**src/rtl/spi_slave_sync.sv**
```systemverilog
// spi_slave_sync: SPI responder for all four modes, with SCK/CS/MOSI oversampled in the clk domain.
// Received bytes leave as an rx_valid pulse; bytes to send enter through a one-entry valid/ready holding register.
module spi_slave_sync #(
    parameter int         SYNC_STAGES = 2,
    parameter logic [7:0] DUMMY       = 8'h00
) (
    input  logic       clk,
    input  logic       rst,
    input  logic       SCK,
    input  logic       CS,
    input  logic       MOSI,
    output logic       MISO,
    output logic       miso_oe,
    input  logic [1:0] mode,
    input  logic [7:0] tx_data,
    input  logic       tx_valid,
    output logic       tx_ready,
    output logic [7:0] rx_data,
    output logic       rx_valid,
    output logic       underrun,
    output logic       busy
);
    typedef enum logic {IDLE, ACTIVE} state_t;
    state_t state_q, state_d;
    logic [SYNC_STAGES-1:0] sck_sync_q, sck_sync_d, cs_sync_q, cs_sync_d, mosi_sync_q, mosi_sync_d;
    logic sck_prev_q, sck_prev_d, cs_prev_q, cs_prev_d;
    logic cpol_q, cpol_d, cpha_q, cpha_d, pend_q, pend_d;
    logic [2:0] bit_cnt_q, bit_cnt_d;
    logic [7:0] tx_sh_q, tx_sh_d, rx_sh_q, rx_sh_d, hold_q, hold_d, rx_data_q, rx_data_d;
    logic hold_full_q, hold_full_d, miso_q, miso_d, rx_valid_q, rx_valid_d, underrun_q, underrun_d;
    logic sck_s, cs_s, mosi_s, cs_fall, cs_rise, active, enter, leave, lead, trail, sample, shift, load, tx_acc;
    logic [7:0] src, rx_byte;

    always_comb begin
        sck_sync_d  = {sck_sync_q[SYNC_STAGES-2:0], SCK};
        cs_sync_d   = {cs_sync_q[SYNC_STAGES-2:0], CS};
        mosi_sync_d = {mosi_sync_q[SYNC_STAGES-2:0], MOSI};
        sck_s       = sck_sync_q[SYNC_STAGES-1];
        cs_s        = cs_sync_q[SYNC_STAGES-1];
        mosi_s      = mosi_sync_q[SYNC_STAGES-1];
        sck_prev_d  = sck_s;
        cs_prev_d   = cs_s;
        cs_fall     = ~cs_s & cs_prev_q;
        cs_rise     = cs_s & ~cs_prev_q;
        active      = state_q == ACTIVE;
        enter       = ~active & cs_fall;
        leave       = active & cs_rise;
        // Leading edge leaves the CPOL idle level; an edge coinciding with deselect is dropped.
        lead        = cpol_q ? (~sck_s & sck_prev_q) : (sck_s & ~sck_prev_q);
        trail       = cpol_q ? (sck_s & ~sck_prev_q) : (~sck_s & sck_prev_q);
        sample      = active & ~cs_rise & (cpha_q ? trail : lead);
        shift       = active & ~cs_rise & (cpha_q ? lead : trail);
        load        = enter | (shift & pend_q);
        src         = hold_full_q ? hold_q : DUMMY;
        tx_acc      = tx_valid & ~hold_full_q;
        hold_full_d = tx_acc | (hold_full_q & ~load);
        hold_d      = tx_acc ? tx_data : hold_q;
        underrun_d  = load & ~hold_full_q;
        state_d     = enter ? ACTIVE : leave ? IDLE : state_q;
        cpol_d      = enter ? mode[1] : cpol_q;
        cpha_d      = enter ? mode[0] : cpha_q;
        rx_byte     = {rx_sh_q[6:0], mosi_s};
        rx_sh_d     = sample ? rx_byte : rx_sh_q;
        rx_valid_d  = sample && bit_cnt_q == 3'd7;
        rx_data_d   = rx_valid_d ? rx_byte : rx_data_q;
        bit_cnt_d   = (enter || leave) ? 3'd0 : sample ? bit_cnt_q + 3'd1 : bit_cnt_q;
        pend_d      = (enter || leave) ? 1'b0 : rx_valid_d ? 1'b1 : load ? 1'b0 : pend_q;
        tx_sh_d     = tx_sh_q;
        miso_d      = miso_q;
        // A CPHA=1 byte shows its MSB only on its first leading edge, so selection leaves MISO low.
        if (leave)
            miso_d = 1'b0;
        else if (load) begin
            tx_sh_d = src;
            miso_d  = (enter && mode[0]) ? 1'b0 : src[7];
        end else if (shift && bit_cnt_q == 3'd0)
            miso_d = tx_sh_q[7];
        else if (shift) begin
            tx_sh_d = {tx_sh_q[6:0], 1'b0};
            miso_d  = tx_sh_q[6];
        end
    end

    always_ff @(posedge clk or posedge rst) begin
        if (rst) begin
            sck_sync_q  <= '0;
            cs_sync_q   <= '1;
            mosi_sync_q <= '0;
            sck_prev_q  <= 1'b0;
            cs_prev_q   <= 1'b1;
            state_q     <= IDLE;
            cpol_q      <= 1'b0;
            cpha_q      <= 1'b0;
            pend_q      <= 1'b0;
            bit_cnt_q   <= 3'd0;
            tx_sh_q     <= 8'h00;
            rx_sh_q     <= 8'h00;
            hold_q      <= 8'h00;
            hold_full_q <= 1'b0;
            rx_data_q   <= 8'h00;
            rx_valid_q  <= 1'b0;
            underrun_q  <= 1'b0;
            miso_q      <= 1'b0;
        end else begin
            sck_sync_q  <= sck_sync_d;
            cs_sync_q   <= cs_sync_d;
            mosi_sync_q <= mosi_sync_d;
            sck_prev_q  <= sck_prev_d;
            cs_prev_q   <= cs_prev_d;
            state_q     <= state_d;
            cpol_q      <= cpol_d;
            cpha_q      <= cpha_d;
            pend_q      <= pend_d;
            bit_cnt_q   <= bit_cnt_d;
            tx_sh_q     <= tx_sh_d;
            rx_sh_q     <= rx_sh_d;
            hold_q      <= hold_d;
            hold_full_q <= hold_full_d;
            rx_data_q   <= rx_data_d;
            rx_valid_q  <= rx_valid_d;
            underrun_q  <= underrun_d;
            miso_q      <= miso_d;
        end
    end

    assign MISO     = miso_q;
    assign busy     = state_q == ACTIVE;
    assign miso_oe  = busy;
    assign tx_ready = ~hold_full_q;
    assign rx_data  = rx_data_q;
    assign rx_valid = rx_valid_q;
    assign underrun = underrun_q;
endmodule

```
**config.mk**
```make
export PLATFORM = sky130hd
export DESIGN_NAME = spi_slave_sync
export DESIGN_NICKNAME = d
export VERILOG_FILES = /design/src/rtl/spi_slave_sync.sv
export SDC_FILE = /design/constraint.sdc
export NUM_CORES = 1
export LEC_CHECK = 0
export CAP_MARGIN = 15
export CORE_MARGIN = 4
export CORE_UTILIZATION = 53
export CTS_BUF_LIST = sky130_fd_sc_hd__clkbuf_8
export DETAILED_ROUTE_END_ITERATION = 10
export PLACE_DENSITY = 0.88
export SETUP_SLACK_MARGIN = 0.2
export SLEW_MARGIN = 10
export SYNTH_ARGS = -nofsm -noshare
export SYNTH_HDL_FRONTEND = slang
export SYNTH_SLANG_ARGS = --single-unit
```
**constraint.sdc**
```tcl
create_clock -name clk -period 4.2 [get_ports clk]
set_input_delay 1.26 -clock clk [delete_from_list [all_inputs] [get_ports clk]]
set_output_delay 1.26 -clock clk [all_outputs]
set_load 0.1 [all_outputs]
```
[Yosys cells after proc, flatten, opt, wreduce, memory -nomap -nowiden]
Index checks and enable logic that the tools add are counted.
Storage, ports and cells
  register bits after elaboration: 50
  input port bits: 16
  logic and storage cells: 76
Cells by class
  add/sub/neg operators: 1
  equality and inequality tests: 2
  mux-type cells: 20
  bitwise operators: 24
  reduce and logical (&&, ||, !) cells: 11
Operators with widths (count)
  $mux 8: 4
  $mux 1: 14
  $and 1x1->1: 13
  $not 1->1: 9
  $mux 3: 2
  $reduce_bool 2->1: 3
  $reduce_bool 4->1: 1
  $add 3x1->3 const B: 1
  $eq 3x3->1 const B: 1
  $logic_and 1x1->1: 3
  $logic_not 3->1: 1
  $reduce_and 3->1: 1
  $reduce_bool 3->1: 1
  $ne 2x2->1 const B: 1
  $or 1x1->1: 2
  $logic_or 1x1->1: 1

[Depth between registers and ports, before layout]
Gate-level depths: netlist (run 1).
  depth in word-level cells: 10
  mapped depth: 7

[Least setup slack after synthesis (run 1)]
No wires, ideal clock.
  path kind: register -> output
  from: reg state_q, in the netlist busy
  to: out miso_oe
  arrival: 1519 ps
  required time: 2940 ps
  setup slack: 1421 ps
  stages on the path, launching flop included: 2
  cells stage by stage: dfrtp_1 -> buf_4
RTL lines
  from (decl): RTL line 24  | state_t state_q, state_d;
  from (signal assigned): RTL line 110  | state_q <= state_d;
  to (decl): RTL line 13  | output logic miso_oe,
No word-level cell between the ends.

[Final worst setup path (run 1)]
  from: reg rx_data_q[3], in the netlist rx_data[3]
  to: out rx_data[3]
RTL lines
  from (decl): RTL line 29  | logic [7:0] tx_sh_q, tx_sh_d, rx_sh_q, rx_sh_d, hold_q, hold_d, rx_data_q, rx_data_d;
  from (signal assigned): RTL line 119  | rx_data_q <= rx_data_d;
  to (decl): RTL line 18  | output logic [7:0] rx_data,
No word-level cell between the ends.

==> impl.org, run 1 <==
** Cells and area
- Once layout is complete, the utilization of the core stands at 66.6%.
- Final standard cell area without fillers :: 2480 um^2
- Once layout is complete, the cells apart from fillers number 230.
- Share of cells above drive strength 1 :: between 10% and 20%
- Relative to the synthesized area, the layout overhead comes to 19.0%.
- 0 antenna diodes ended up in the layout.
- The layout has roughly 270 filler cells.
- The final layout contains 200 nets.

** Clock tree
- In this run the clock root is driven by a sky130_fd_sc_hd__clkbuf_8.
- Buffers inserted to repair hold after CTS numbered 0.
- Clock tree synthesis inserted a total of 5 buffers.
- The H-tree was split into 2 levels.
- For the worst-skew pair, the clock arrives at the later sink with an insertion delay of 300 ps.
- Number of sinks driven by the clock tree :: 50
- In this run the post-CTS setup repair buffer count came out at 0.
- Count of cells resized by post-cts repair :: 0
- Clock slew at the register clock pins of the worst setup and hold paths :: roughly 80 ps
- Max Buffers Root-to-Sink :: 2
- TritonCTS clock tree :: yes

** Yosys
- Main combinational cell family by area after synthesis :: multiplexers
- Summing the areas of all fa, ha and maj instances in the mapped netlist gives 1.80% of the synthesized area.
- For this run, asynchronously set or reset flops after synthesis account for 100%.
- Post-synthesis sequential element count :: 50
- The synthesized netlist devotes 0.782% of its cell area to XOR and XNOR gates.
- Synthesis handed over a netlist of 151 instances.
- The synthesized netlist devotes 8.06% of its cell area to simple gates.
- Most used DFF post-synth :: sky130_fd_sc_hd__dfrtp_1
- Syn Area/Cell :: 13.8 um^2
- Synthesized cell area :: 2080 um^2
- Number of nets produced by synthesis :: 170
- Sequential area share after synthesis :: 60.3%
- In this run, distinct cell masters in the synthesized netlist total 31.
- In this run, synthesis inferred 0 flip-flops with an integrated enable.
- Of the post-synthesis cell area, the part taken by muxes is 21.9%.
- Post-synthesis compound-gate area fraction :: 4.33%
- Count of synthesis-stage warnings from yosys :: 0

** Power
- Switching component of the power :: roughly 0.46 mW
- Clock power share :: ~20%
- Switching share of total power :: about a third
- The worst-case IR drop observed on VDD is 321 uV.
- In this run, the combinational gates consume ~28% of the power.
- Total internal power :: 0.912 mW
- For this design the static power due to leakage is approximately 1.2 nW.
- Reg power frac :: approximately 52%
- Power spread over the standard cell area amounts to 555 nW/um^2.
- The design draws 1.37 mW.

** Worst hold path
- Min-Delay Path Class :: flip-flop to flip-flop

** STA
- Headroom to the max-slew limit came out at between 30% and 40%.
- The max-slew violation count is 0.
- Number of failing setup endpoints in the final timing report :: 0
- Static timing analysis puts the maximum clock frequency at between 300 and 400 MHz.
- Setup repair after global routing left no endpoint under its margin.
- Post-route fraction of the period consumed by the critical path :: 72.7%
- Clock Skews :: 10.5 ps
- Total negative slack :: 0 ps
- Slew at the pin closest to its max-slew limit :: 970 ps
- Final critical-path required period :: 3060 ps
- Once routing completed, OpenROAD measured the worst setup slack at about 1100 ps.
- Final hold viol count :: 0
- Min Hold Slack :: 356 ps

** Critical path
- The critical path goes through clkdlybuf4s50_1.
- The worst setup path is captured at an output pin.
- Critical path launch point type :: flip-flop
- Crit path required time :: 2940 ps
- The number of buffers and inverters on the critical path is 1.
- Among cell families on the critical path, the largest total delay comes from buffers and inverters.
- Cell with the largest stage delay on the worst path :: sky130_fd_sc_hd__clkdlybuf4s50_1
- Along the worst path, the maximum fanout reaches 2.
- Data arrives at the worst endpoint at 1800 ps.
- Max incr delay on CP :: roughly 1100 ps
- The critical path is of the flip-flop to output pin type.

** Routing
- The highest layer touched by signal routing is met4.
- Met2 routed WL :: 1.77 mm
- Dividing the detail-routed via count by the number of cells gives 5.37.
- Detailed-routing iteration count for the pre-antenna-repair pass :: 4
- Initial DRC count :: 54
- Wire length on met3 :: between 150 and 200 um
- Routed wirelength normalized by instance count :: 14.9 um
- Final WL :: approximately 3.4 mm
- The routed layout has 1236 vias.
- Final routed DRC violation total :: 0
- Once detail routing completed, the nets flagged for antenna violations numbered 0.
- Routed met1 length :: roughly 1.5 mm

** Floorplanning
- Core region area :: ~3700 um^2
- The die covers 4990 um^2.
- Number of placed I/O pins :: 30
- The floorplan step set the die width to 70.7 um.
- The initial utilization of the core area, before any placement, comes to between 50% and 60%.
- After floorplanning, the core was divided into 22 placement rows.
- In this run the vertical extent of the chip is about 71 um.

** GRT
- The initial antenna violation count came to 0.
- The number of global-route vias before repair was between 1000 and 1500.
- Entering global routing, the biggest net connects just over 50 pins.
- Global routing used ~15% of the available tracks across all layers.
- Summed over all layers, the global routing overflow is 0.
- The first global-routing pass estimated 5.97 mm of wire.

** Run
- Across the run, the number of max-cap violations was 0.

** Place
- After legalization and detailed placement, the total HPWL measured roughly 2.6 mm.
- Once placement finished, the instance area stood at 2380 um^2.
- Input and output buffers added on the ports amount to 29.
- At the end of routability-driven placement, the weighted congestion stood at 0.826.
- The number of placed instances, taps included, is around 220.
- Worst slack at placement :: 1360 ps

** Run status
- The run finished with clean final reports.
logic make-up (layout without fill, tap and decap cells):
logic type | Yosys count | count (layout)
xor+xnor | 1 | 1
buf+inv | 11 | 42
flops | 50 | 50
mux | 42 | 42
compound gates | 11 | 11
fa+ha+maj | 3 | 3
simple gates | 33 | 33
Yosys cell counts (all sizes together), types with 2 or more instances:
cell    count  area [um^2]
nor2b       4         25.0
nor2        3         21.3
ha          3         37.5
nand2      18         70.1
buf         4         31.3
nand2b      3         18.8
nand3       2         10.0
dfrtp      47         1180
mux2i      16          160
mux2       26          297
o21ai       3         15.0
dfstp       3         78.8
inv         5         18.8
a21oi       3         15.0
clkbuf      2         7.51
power by group through the flow:
stage,Clock [mW],Combinational (mW),Sequential [mW]
4_1_cts,0.280,0.389,0.719
3_3_place_gp,0,0.363,0.719
2_1_floorplan,0,0.283,0.726
5_1_grt,0.299,0.420,0.741
6_report,0.273,0.383,0.719
3_5_place_dp,0,0.388,0.729
flip-flops by register name, indices dropped and copies added, names as in the netlist:
name / cells
hold_q: 8
rx_data: 8
tx_sh_q: 8
rx_sh_q: 7
bit_cnt_q: 3
cs_sync_q: 2
mosi_sync_q: 2
sck_sync_q: 2
MISO: 1
busy: 1
cpha_q: 1
cpol_q: 1
cs_prev_q: 1
hold_full_q: 1
pend_q: 1
rx_valid: 1
sck_prev_q: 1
underrun: 1
worst paths after layout:
path                                    start  slack [ps]       endpoint  cells after the start
worst max-delay path               rx_data[3]        1140     rx_data[3]                      1
worst min-delay path            sck_sync_q[0]         360  sck_sync_q[1]                      0
worst max register to register      cs_prev_q        1940     rx_data[1]                      5
worst min register to register  sck_sync_q[0]         360  sck_sync_q[1]                      0
max in group asynchronous                 rst        2100     tx_sh_q[1]                      2
min in group asynchronous                 rst        1510   bit_cnt_q[2]                      2
per-layer routing:
layer | up-vias | track usage, %
met5 | - | 0
met4 | 0 | 4.18
met3 | 4 | 5.11
met2 | 30 | 26.0
met1 | 626 | 17.7
li1 | 576 | -
cell type report:
cell class	instances	area (um^2)	area share, %
tap	48	60.1	2.43
clock buffer	6	82.6	3.34
multi-input combinational	90	768	31.0
inverter	5	18.8	0.758
timing repair buffer	29	283	11.4
clock inverter	2	8.76	0.354
sequential	50	1250	50.7
layout by cell type (no fill, tap or decap), drive strengths merged:
master,count
dfrtp,47
clkdlybuf4s50,26
mux2,26
nand2,18
mux2i,16
clkbuf,6
inv,6
nor2b,4
nand2b,3
a21oi,3
o21ai,3
ha,3
dfstp,3
buf,3
nor2,3
nand3,2
xnor2,1
a21boi,1
a41oi,1
and3b,1
nand3b,1
a21o,1
nor4,1
a211oi,1
a311o,1
clkinv,1
Power figures use the tool's default switching activity.
==> run 2: changes to the inputs <==
--- a/config.mk
+++ b/config.mk
@@ -7,10 +7,10 @@
 export LEC_CHECK = 0
 export CAP_MARGIN = 15
 export CORE_MARGIN = 4
-export CORE_UTILIZATION = 53
+export CORE_UTILIZATION = 50
 export CTS_BUF_LIST = sky130_fd_sc_hd__clkbuf_8
 export DETAILED_ROUTE_END_ITERATION = 10
-export PLACE_DENSITY = 0.88
+export PLACE_DENSITY = 0.87
 export SETUP_SLACK_MARGIN = 0.2
 export SLEW_MARGIN = 10
 export SYNTH_ARGS = -nofsm -noshare
==> constraint.sdc (replaced) <==
create_clock -name clk -period 2.51 [get_ports clk]
set_input_delay 0.753 -clock clk [delete_from_list [all_inputs] [get_ports clk]]
set_output_delay 0.753 -clock clk [all_outputs]
set_load 0.1 [all_outputs]
==> impl.org, run 2 (synthesized netlist as in run 1, its figures left out) <==
** Run status
- Status :: finished clean

** Routing
- Residual antenna-violating net count after detailed routing :: 0
- Final routed DRC violation total :: 0
- Vias after detailed routing :: approximately 1200
- Detailed-routing iteration count for the pre-antenna-repair pass :: 6
- After detailed routing, the number of vias per cell comes to 5.10.
- For this block, the initial DRC count from the detailed router was 53.
- Final WL :: 3.48 mm
- Routed wirelength normalized by instance count :: 14.7 um

** Critical path
- R2r setup slk :: approximately 590 ps
- At the worst endpoint, the required time is between 1500 and 2000 ps.
- In this run the critical register-to-register path is launched from cpha_q.
- Traced cell by cell, the critical path runs through buf_12.
- Max incr delay on CP :: 680 ps
- Critical path launch point type :: flip-flop
- The worst setup path is captured at an output pin.
- Among all stages on the critical path, the largest delay is contributed by sky130_fd_sc_hd__dfrtp_1.
- Among cell families on the critical path, the largest total delay comes from flip-flops.
- Critical path startpoint :: busy
- Worst-path maximum fanout :: 9
- The endpoint identified for the worst register-to-register timing path is MISO.
- R2R depth :: 6
- Worst setup path end :: miso_oe
- The critical path is of the flip-flop to output pin type.
- STA puts the critical path data arrival time at 1220 ps.
- The number of buffers and inverters on the critical path is 1.
- Number of cells on the critical path :: 1

** STA
- Total negative slack :: 0 ps
- Hold is met by 361 ps.
- Setup violations remaining at the end of the flow were counted as 0.
- Unrepaired setup endpoints after global routing :: false
- Final hold viol count :: 0
- For the final database, setup skew stands at ~7.3 ps.
- Final critical-path required period :: 1980 ps
- In this run the tightest slew margin relative to its limit is 65.4%.
- Final count of pins violating max slew :: 0
- Fmax :: 506 MHz
- The final critical path takes up 78.7% of the cycle.
- At the pin with the least slew margin, the transition time is 520 ps.

** GRT
- First-pass GRT wire length :: about 6 mm
- For this run the aggregate overflow at the end of global routing stands at 0.
- Vias in the first global route :: 1285
- GRT Overall Usage :: 15.4%
- Entering global routing, the biggest net connects 33 pins.
- The initial antenna violation count is 0.

** Clock tree
- Count of cells resized by post-cts repair :: 0
- Post-CTS Hold Buffers :: 0
- Clock H-tree levels :: 2
- Clock slew at the register clock pins of the worst setup and hold paths :: roughly 90 ps
- The root buffer cell chosen for the clock tree is sky130_fd_sc_hd__clkbuf_8.
- In this run the deepest clock path goes through 2 buffers.
- At the later pin of the worst-skew pair, clock insertion delay measures about 300 ps.
- Number of sinks driven by the clock tree :: 50
- Number of buffers added for setup after CTS :: 0
- TritonCTS built the clock tree.
- Buffers inserted during clock tree synthesis total 5.

** Floorplanning
- The die covers 5260 um^2.
- After floorplanning, the core was divided into 23 placement rows.
- Effective utilization at floorplan :: a little over half
- Overall die width :: 72.5 um
- Core region area :: 4000 um^2
- Number of placed I/O pins :: 30
- Die Span Y :: a little over 70 um

** Place
- Detailed placement ended at an HPWL of about 2.7 mm.
- Buffers on Ports :: 29
- Weighted congestion at the end of routability-driven global placement :: slightly above 0.9

** Power
- Registers are responsible for 51.8% of the overall power.
- In this run the static leakage power is 1.21 nW.
- Per report_power, the clock group accounts for 19.9% of the total.
- In this run switching power makes up 33.2% of total power.
- The worst-case IR drop observed on VDD is 472 uV.
- Pwr dens :: a little over 900 nW/um^2
- Switching component of the power :: 0.768 mW
- Total internal power :: 1.54 mW
- Share of power burned in combinational logic :: 28.3%

** Cells and area
- Ant diodes :: 0
- Most frequent standard cell in the layout excluding fill and tap cells :: sky130_fd_sc_hd__dfrtp_1
- Highest-count cells in the layout ignoring fill and taps :: 47 x sky130_fd_sc_hd__dfrtp_1, 25 x sky130_fd_sc_hd__mux2_1, 17 x sky130_fd_sc_hd__nand2_1, 16 x sky130_fd_sc_hd__mux2i_1
- Share of cells above drive strength 1 :: about 19%
- Fill cell instance count of the final layout :: 302
- Area growth, synth to finish :: 21.0%
- Final net count :: 204

** Run
- Max-cap violations in this run came to 0.

** Worst hold path
- Min-Delay Path Class :: flip-flop to flip-flop
[run 2: cell types whose count changed in the layout (fill, tap and decap cells not counted)]
| cell | previous run | this run |
|---|---|---|
| sky130_fd_sc_hd__buf_12 | 0 | 3 |
| sky130_fd_sc_hd__buf_4 | 3 | 15 |
| sky130_fd_sc_hd__clkdlybuf4s50_1 | 26 | 15 |
[run 2: layer usage]
metal / wire (um) / part of all wire [%] / vias up / track usage [%]
met1: 1490 / 43 / 591 / 18.8
met4: 76 / 2.2 / 0 / 6.35
li1: - / - / 583 / -
met3: 128 / 3.7 / 9 / 4.57
met5: 0 / 0 / - / 0
met2: 1780 / 51 / 21 / 25.5
[run 2: power by group through the flow]
stage | registers [mW] | logic (mW) | clock network, mW
global route | 1.23 | 0.721 | 0.516
CTS | 1.20 | 0.662 | 0.480
finish | 1.20 | 0.654 | 0.460
detailed placement | 1.22 | 0.658 | 0
global placement | 1.20 | 0.627 | 0
floorplan | 1.21 | 0.474 | 0
[run 2: per-stage QoR]
stage / instance area (um^2) / power (mW) / worst slack [ps] / utilization (%) / std cells
6_report: 2520 / 2.31 / 534 / 63.0 / 236
5_1_grt: 2520 / 2.47 / 486 / 63.0 / 236
4_1_cts: 2520 / 2.34 / 527 / 63.0 / 236
3_5_place_dp: 2430 / 1.87 / 542 / 60.7 / 228
3_3_place_gp: 2430 / 1.82 / 564 / 60.7 / 228
2_1_floorplan: 2080 / 1.69 / 238 / - / 151
[run 2: cell type report]
class | instances | area, um^2 | area share [%]
clock inverters | 2 | 8.76 | 0.348
flip-flops and latches | 50 | 1250 | 49.8
multi-input cells | 90 | 768 | 30.5
inverters | 5 | 18.8 | 0.745
repair buffers | 33 | 323 | 12.8
well taps | 50 | 62.6 | 2.48
clock buffers | 6 | 82.6 | 3.28
[run 2: worst min-delay path by stage]
stage,depth (start not counted),to,slack [ps],startpoint
after global placement,0,sck_sync_q[1],340,sck_sync_q[0]
after global routing,0,cs_sync_q[1],370,cs_sync_q[0]
after floorplan,0,mosi_sync_q[1],330,mosi_sync_q[0]
after detailed placement,0,mosi_sync_q[1],340,mosi_sync_q[0]
after CTS,0,cs_sync_q[1],360,cs_sync_q[0]
final,0,cs_sync_q[1],360,cs_sync_q[0]
==> run 3: changes to the inputs <==
--- a/config.mk
+++ b/config.mk
@@ -7,10 +7,10 @@
 export LEC_CHECK = 0
 export CAP_MARGIN = 15
 export CORE_MARGIN = 4
-export CORE_UTILIZATION = 50
+export CORE_UTILIZATION = 53
 export CTS_BUF_LIST = sky130_fd_sc_hd__clkbuf_8
 export DETAILED_ROUTE_END_ITERATION = 10
-export PLACE_DENSITY = 0.87
+export PLACE_DENSITY = 0.88
 export SETUP_SLACK_MARGIN = 0.2
 export SLEW_MARGIN = 10
 export SYNTH_ARGS = -nofsm -noshare
==> constraint.sdc (replaced) <==
create_clock -name clk -period 2 [get_ports clk]
set_input_delay 0.6 -clock clk [delete_from_list [all_inputs] [get_ports clk]]
set_output_delay 0.6 -clock clk [all_outputs]
set_load 0.1 [all_outputs]
==> impl.org, run 3 (synthesized netlist as in run 1, its figures left out) <==
** Run status
- Status :: finished clean

** GRT
- Pin count of the biggest net entering global routing :: roughly 50
- First-pass GRT wire length :: 6.36 mm
- Global routing used about 16% of the available tracks across all layers.
- The initial antenna violation count was 0.
- Global-route congestion overflow total :: 0
- Vias in the first global route :: 1360

** Critical path
- Reg2reg end :: MISO
- R2r setup slk :: 250 ps
- Worst R2R Start :: cpha_q
- For the worst setup path, the data required time is 2190 ps.
- Nature of the critical path endpoint :: flip-flop
- STA classifies the critical path startpoint as a flip-flop.
- Critical path startpoint :: cpha_q
- By startpoint and endpoint, the worst setup path is classified as flip-flop to flip-flop.
- The most critical setup path has its endpoint at MISO.
- Worst-path maximum fanout :: 4
- Arrival time reported for the critical path endpoint :: 1940 ps
- Measured in cells, the most critical reg-to-reg path has a length of 5.

** Floorplanning
- Effective utilization at floorplan :: 56.0%
- In this run the standard cell core region covers 3720 um^2.
- Cell Rows :: 22
- The die covers 4990 um^2.
- Number of placed I/O pins :: 30
- Measured along the x axis, the die boundary spans a little over 70 um.
- Die Span Y :: between 70 and 80 um

** Routing
- Final routed DRC violation total :: 0
- Once detail routing completed, the nets flagged for antenna violations numbered 0.
- Mean number of vias per cell :: 5.40
- Initial DRC count :: 47
- In the final routed layout, each cell accounts on average for between 15 and 20 um.
- Detailed-routing iteration count for the pre-antenna-repair pass :: 4
- Vias after detailed routing :: 1263
- Final WL :: around 3.7 mm

** Power
- In this run the power density over the cells is 1130 nW/um^2.
- Across the VDD grid, the largest voltage drop is 618 uV.
- Overall power consumption after layout is estimated at 3.02 mW.
- Summed over all cells, the static leakage comes to 1.24 nW.

** Place
- During placement, the flow inserted port buffers numbering 29.
- Placed insts :: roughly 230
- Weighted congestion at the end of routability-driven global placement :: 0.838
- Timing analysis after detailed placement gives a worst setup slack of 137 ps.
- The HPWL after detailed placement is 2.79 mm.

** STA
- Final critical-path required period :: 1750 ps
- Clock Skews :: 4.52 ps
- Fmax :: roughly 570 MHz
- Unrepaired setup endpoints after global routing :: true
- Final count of pins violating max slew :: 0
- Worst setup margin :: 251 ps
- The hold violation count in the final report came to 0.
- Post-route fraction of the period consumed by the critical path :: between 80% and 90%
- Max-slew headroom :: a little over two thirds
- Total negative slack :: 0 ps
- Setup violations remaining at the end of the flow were counted as 0.
- At the pin with the least slew margin, the transition time is 458 ps.

** Worst hold path
- Min-Delay Path Class :: flip-flop to flip-flop

** Clock tree
- Clock slew at the register clock pins of the worst setup and hold paths :: 90 ps
- Number of sinks driven by the clock tree :: 50
- TritonCTS built the clock tree.
- Clock latency on the worst-skew pair, taken at its later pin, is 300 ps.
- Buffers added to address setup during post-CTS repair amount to 0.
- The H-tree was split into 2 levels.
- CTS buffer count :: 5
- After clock tree synthesis, the flow added hold-fix buffers numbering 0.
- The clock passes through at most 2 buffers.
- Clock root buffer :: sky130_fd_sc_hd__clkbuf_8

** Cells and area
- Area growth, synth to finish :: 29.0%
- Of the cells placed in the final design, the portion with a size suffix greater than 1 is 21.5%.
- Fill cell instance count of the final layout :: between 200 and 250
- The library cell used most frequently in the layout, excluding fill and tap cells, is sky130_fd_sc_hd__dfrtp_1.
- Multi-input gate area :: 769 um^2
- FF/Latch Area :: around 1300 um^2
- Ant diodes :: 0
- Final non-filler cell total :: 234
- The top cell types in the final layout, fill and taps aside, are 45 x sky130_fd_sc_hd__dfrtp_1, 25 x sky130_fd_sc_hd__mux2_1, 17 x sky130_fd_sc_hd__nand2_1, 16 x sky130_fd_sc_hd__mux2i_1.
- At the end of the flow, the number of nets in the layout was 204.

** Run
- Max-cap violation count :: 0
run 3: per-stage QoR:
stage | hold WS, ps | cell area, um^2 | util (%)
2_1_floorplan | 331 | 2090 | -
3_3_place_gp | 337 | 2580 | 69.5
3_5_place_dp | 337 | 2580 | 69.5
4_1_cts | 358 | 2680 | 72.1
5_1_grt | 361 | 2680 | 72.2
6_report | 355 | 2680 | 72.2
run 3: final cells by class:
type	instances	area share (%)
clock inverter	2	0.466
clock buffer	6	3.08
sequential	50	46.9
inverter	5	0.839
tap	48	2.24
timing repair buffer	33	17.8
multi-input combinational	90	28.7
run 3: timing repair:
item | 4_1_cts | 5_1_grt
setup endpoints to repair | 2 | 20
cloned | 0 | 0
gates resized for setup | 2 | 1
run 3: power by group:
part / switching (mW) / internal (mW) / total [mW]
Combinational: 0.476 / 0.419 / 0.895
Sequential: 0.230 / 1.30 / 1.53
Clock: 0.319 / 0.278 / 0.597
Total: 1.03 / 2.00 / 3.02
run 3: worst min path at each step:
stage                     endpoint  slack [ps]            from  depth (start not counted)
floorplan           mosi_sync_q[1]         330  mosi_sync_q[0]                          0
detailed placement  mosi_sync_q[1]         340  mosi_sync_q[0]                          0
global route         sck_sync_q[1]         360   sck_sync_q[0]                          0
CTS                 mosi_sync_q[1]         360  mosi_sync_q[0]                          0
finish               sck_sync_q[1]         360   sck_sync_q[0]                          0
global placement    mosi_sync_q[1]         340  mosi_sync_q[0]                          0
run 3: layer usage:
metal / routed length, um / share of wire [%] / vias to the layer above / track usage, %
met5: 0 / 0 / - / 0
met4: 95 / 2.6 / 0 / 8.56
met3: 185 / 5.0 / 9 / 5.68
met2: 2000 / 54 / 33 / 28.2
met1: 1430 / 38 / 635 / 17.9
li1: - / - / 586 / -
run 3: critical path, cell delays in order, from the launching register on:
cell	delay (ps)
sky130_fd_sc_hd__dfrtp_1	420
sky130_fd_sc_hd__xnor2_2	230
sky130_fd_sc_hd__mux2_4	360
sky130_fd_sc_hd__a41oi_4	250
sky130_fd_sc_hd__a211oi_1	90
sky130_fd_sc_hd__a311o_1	280
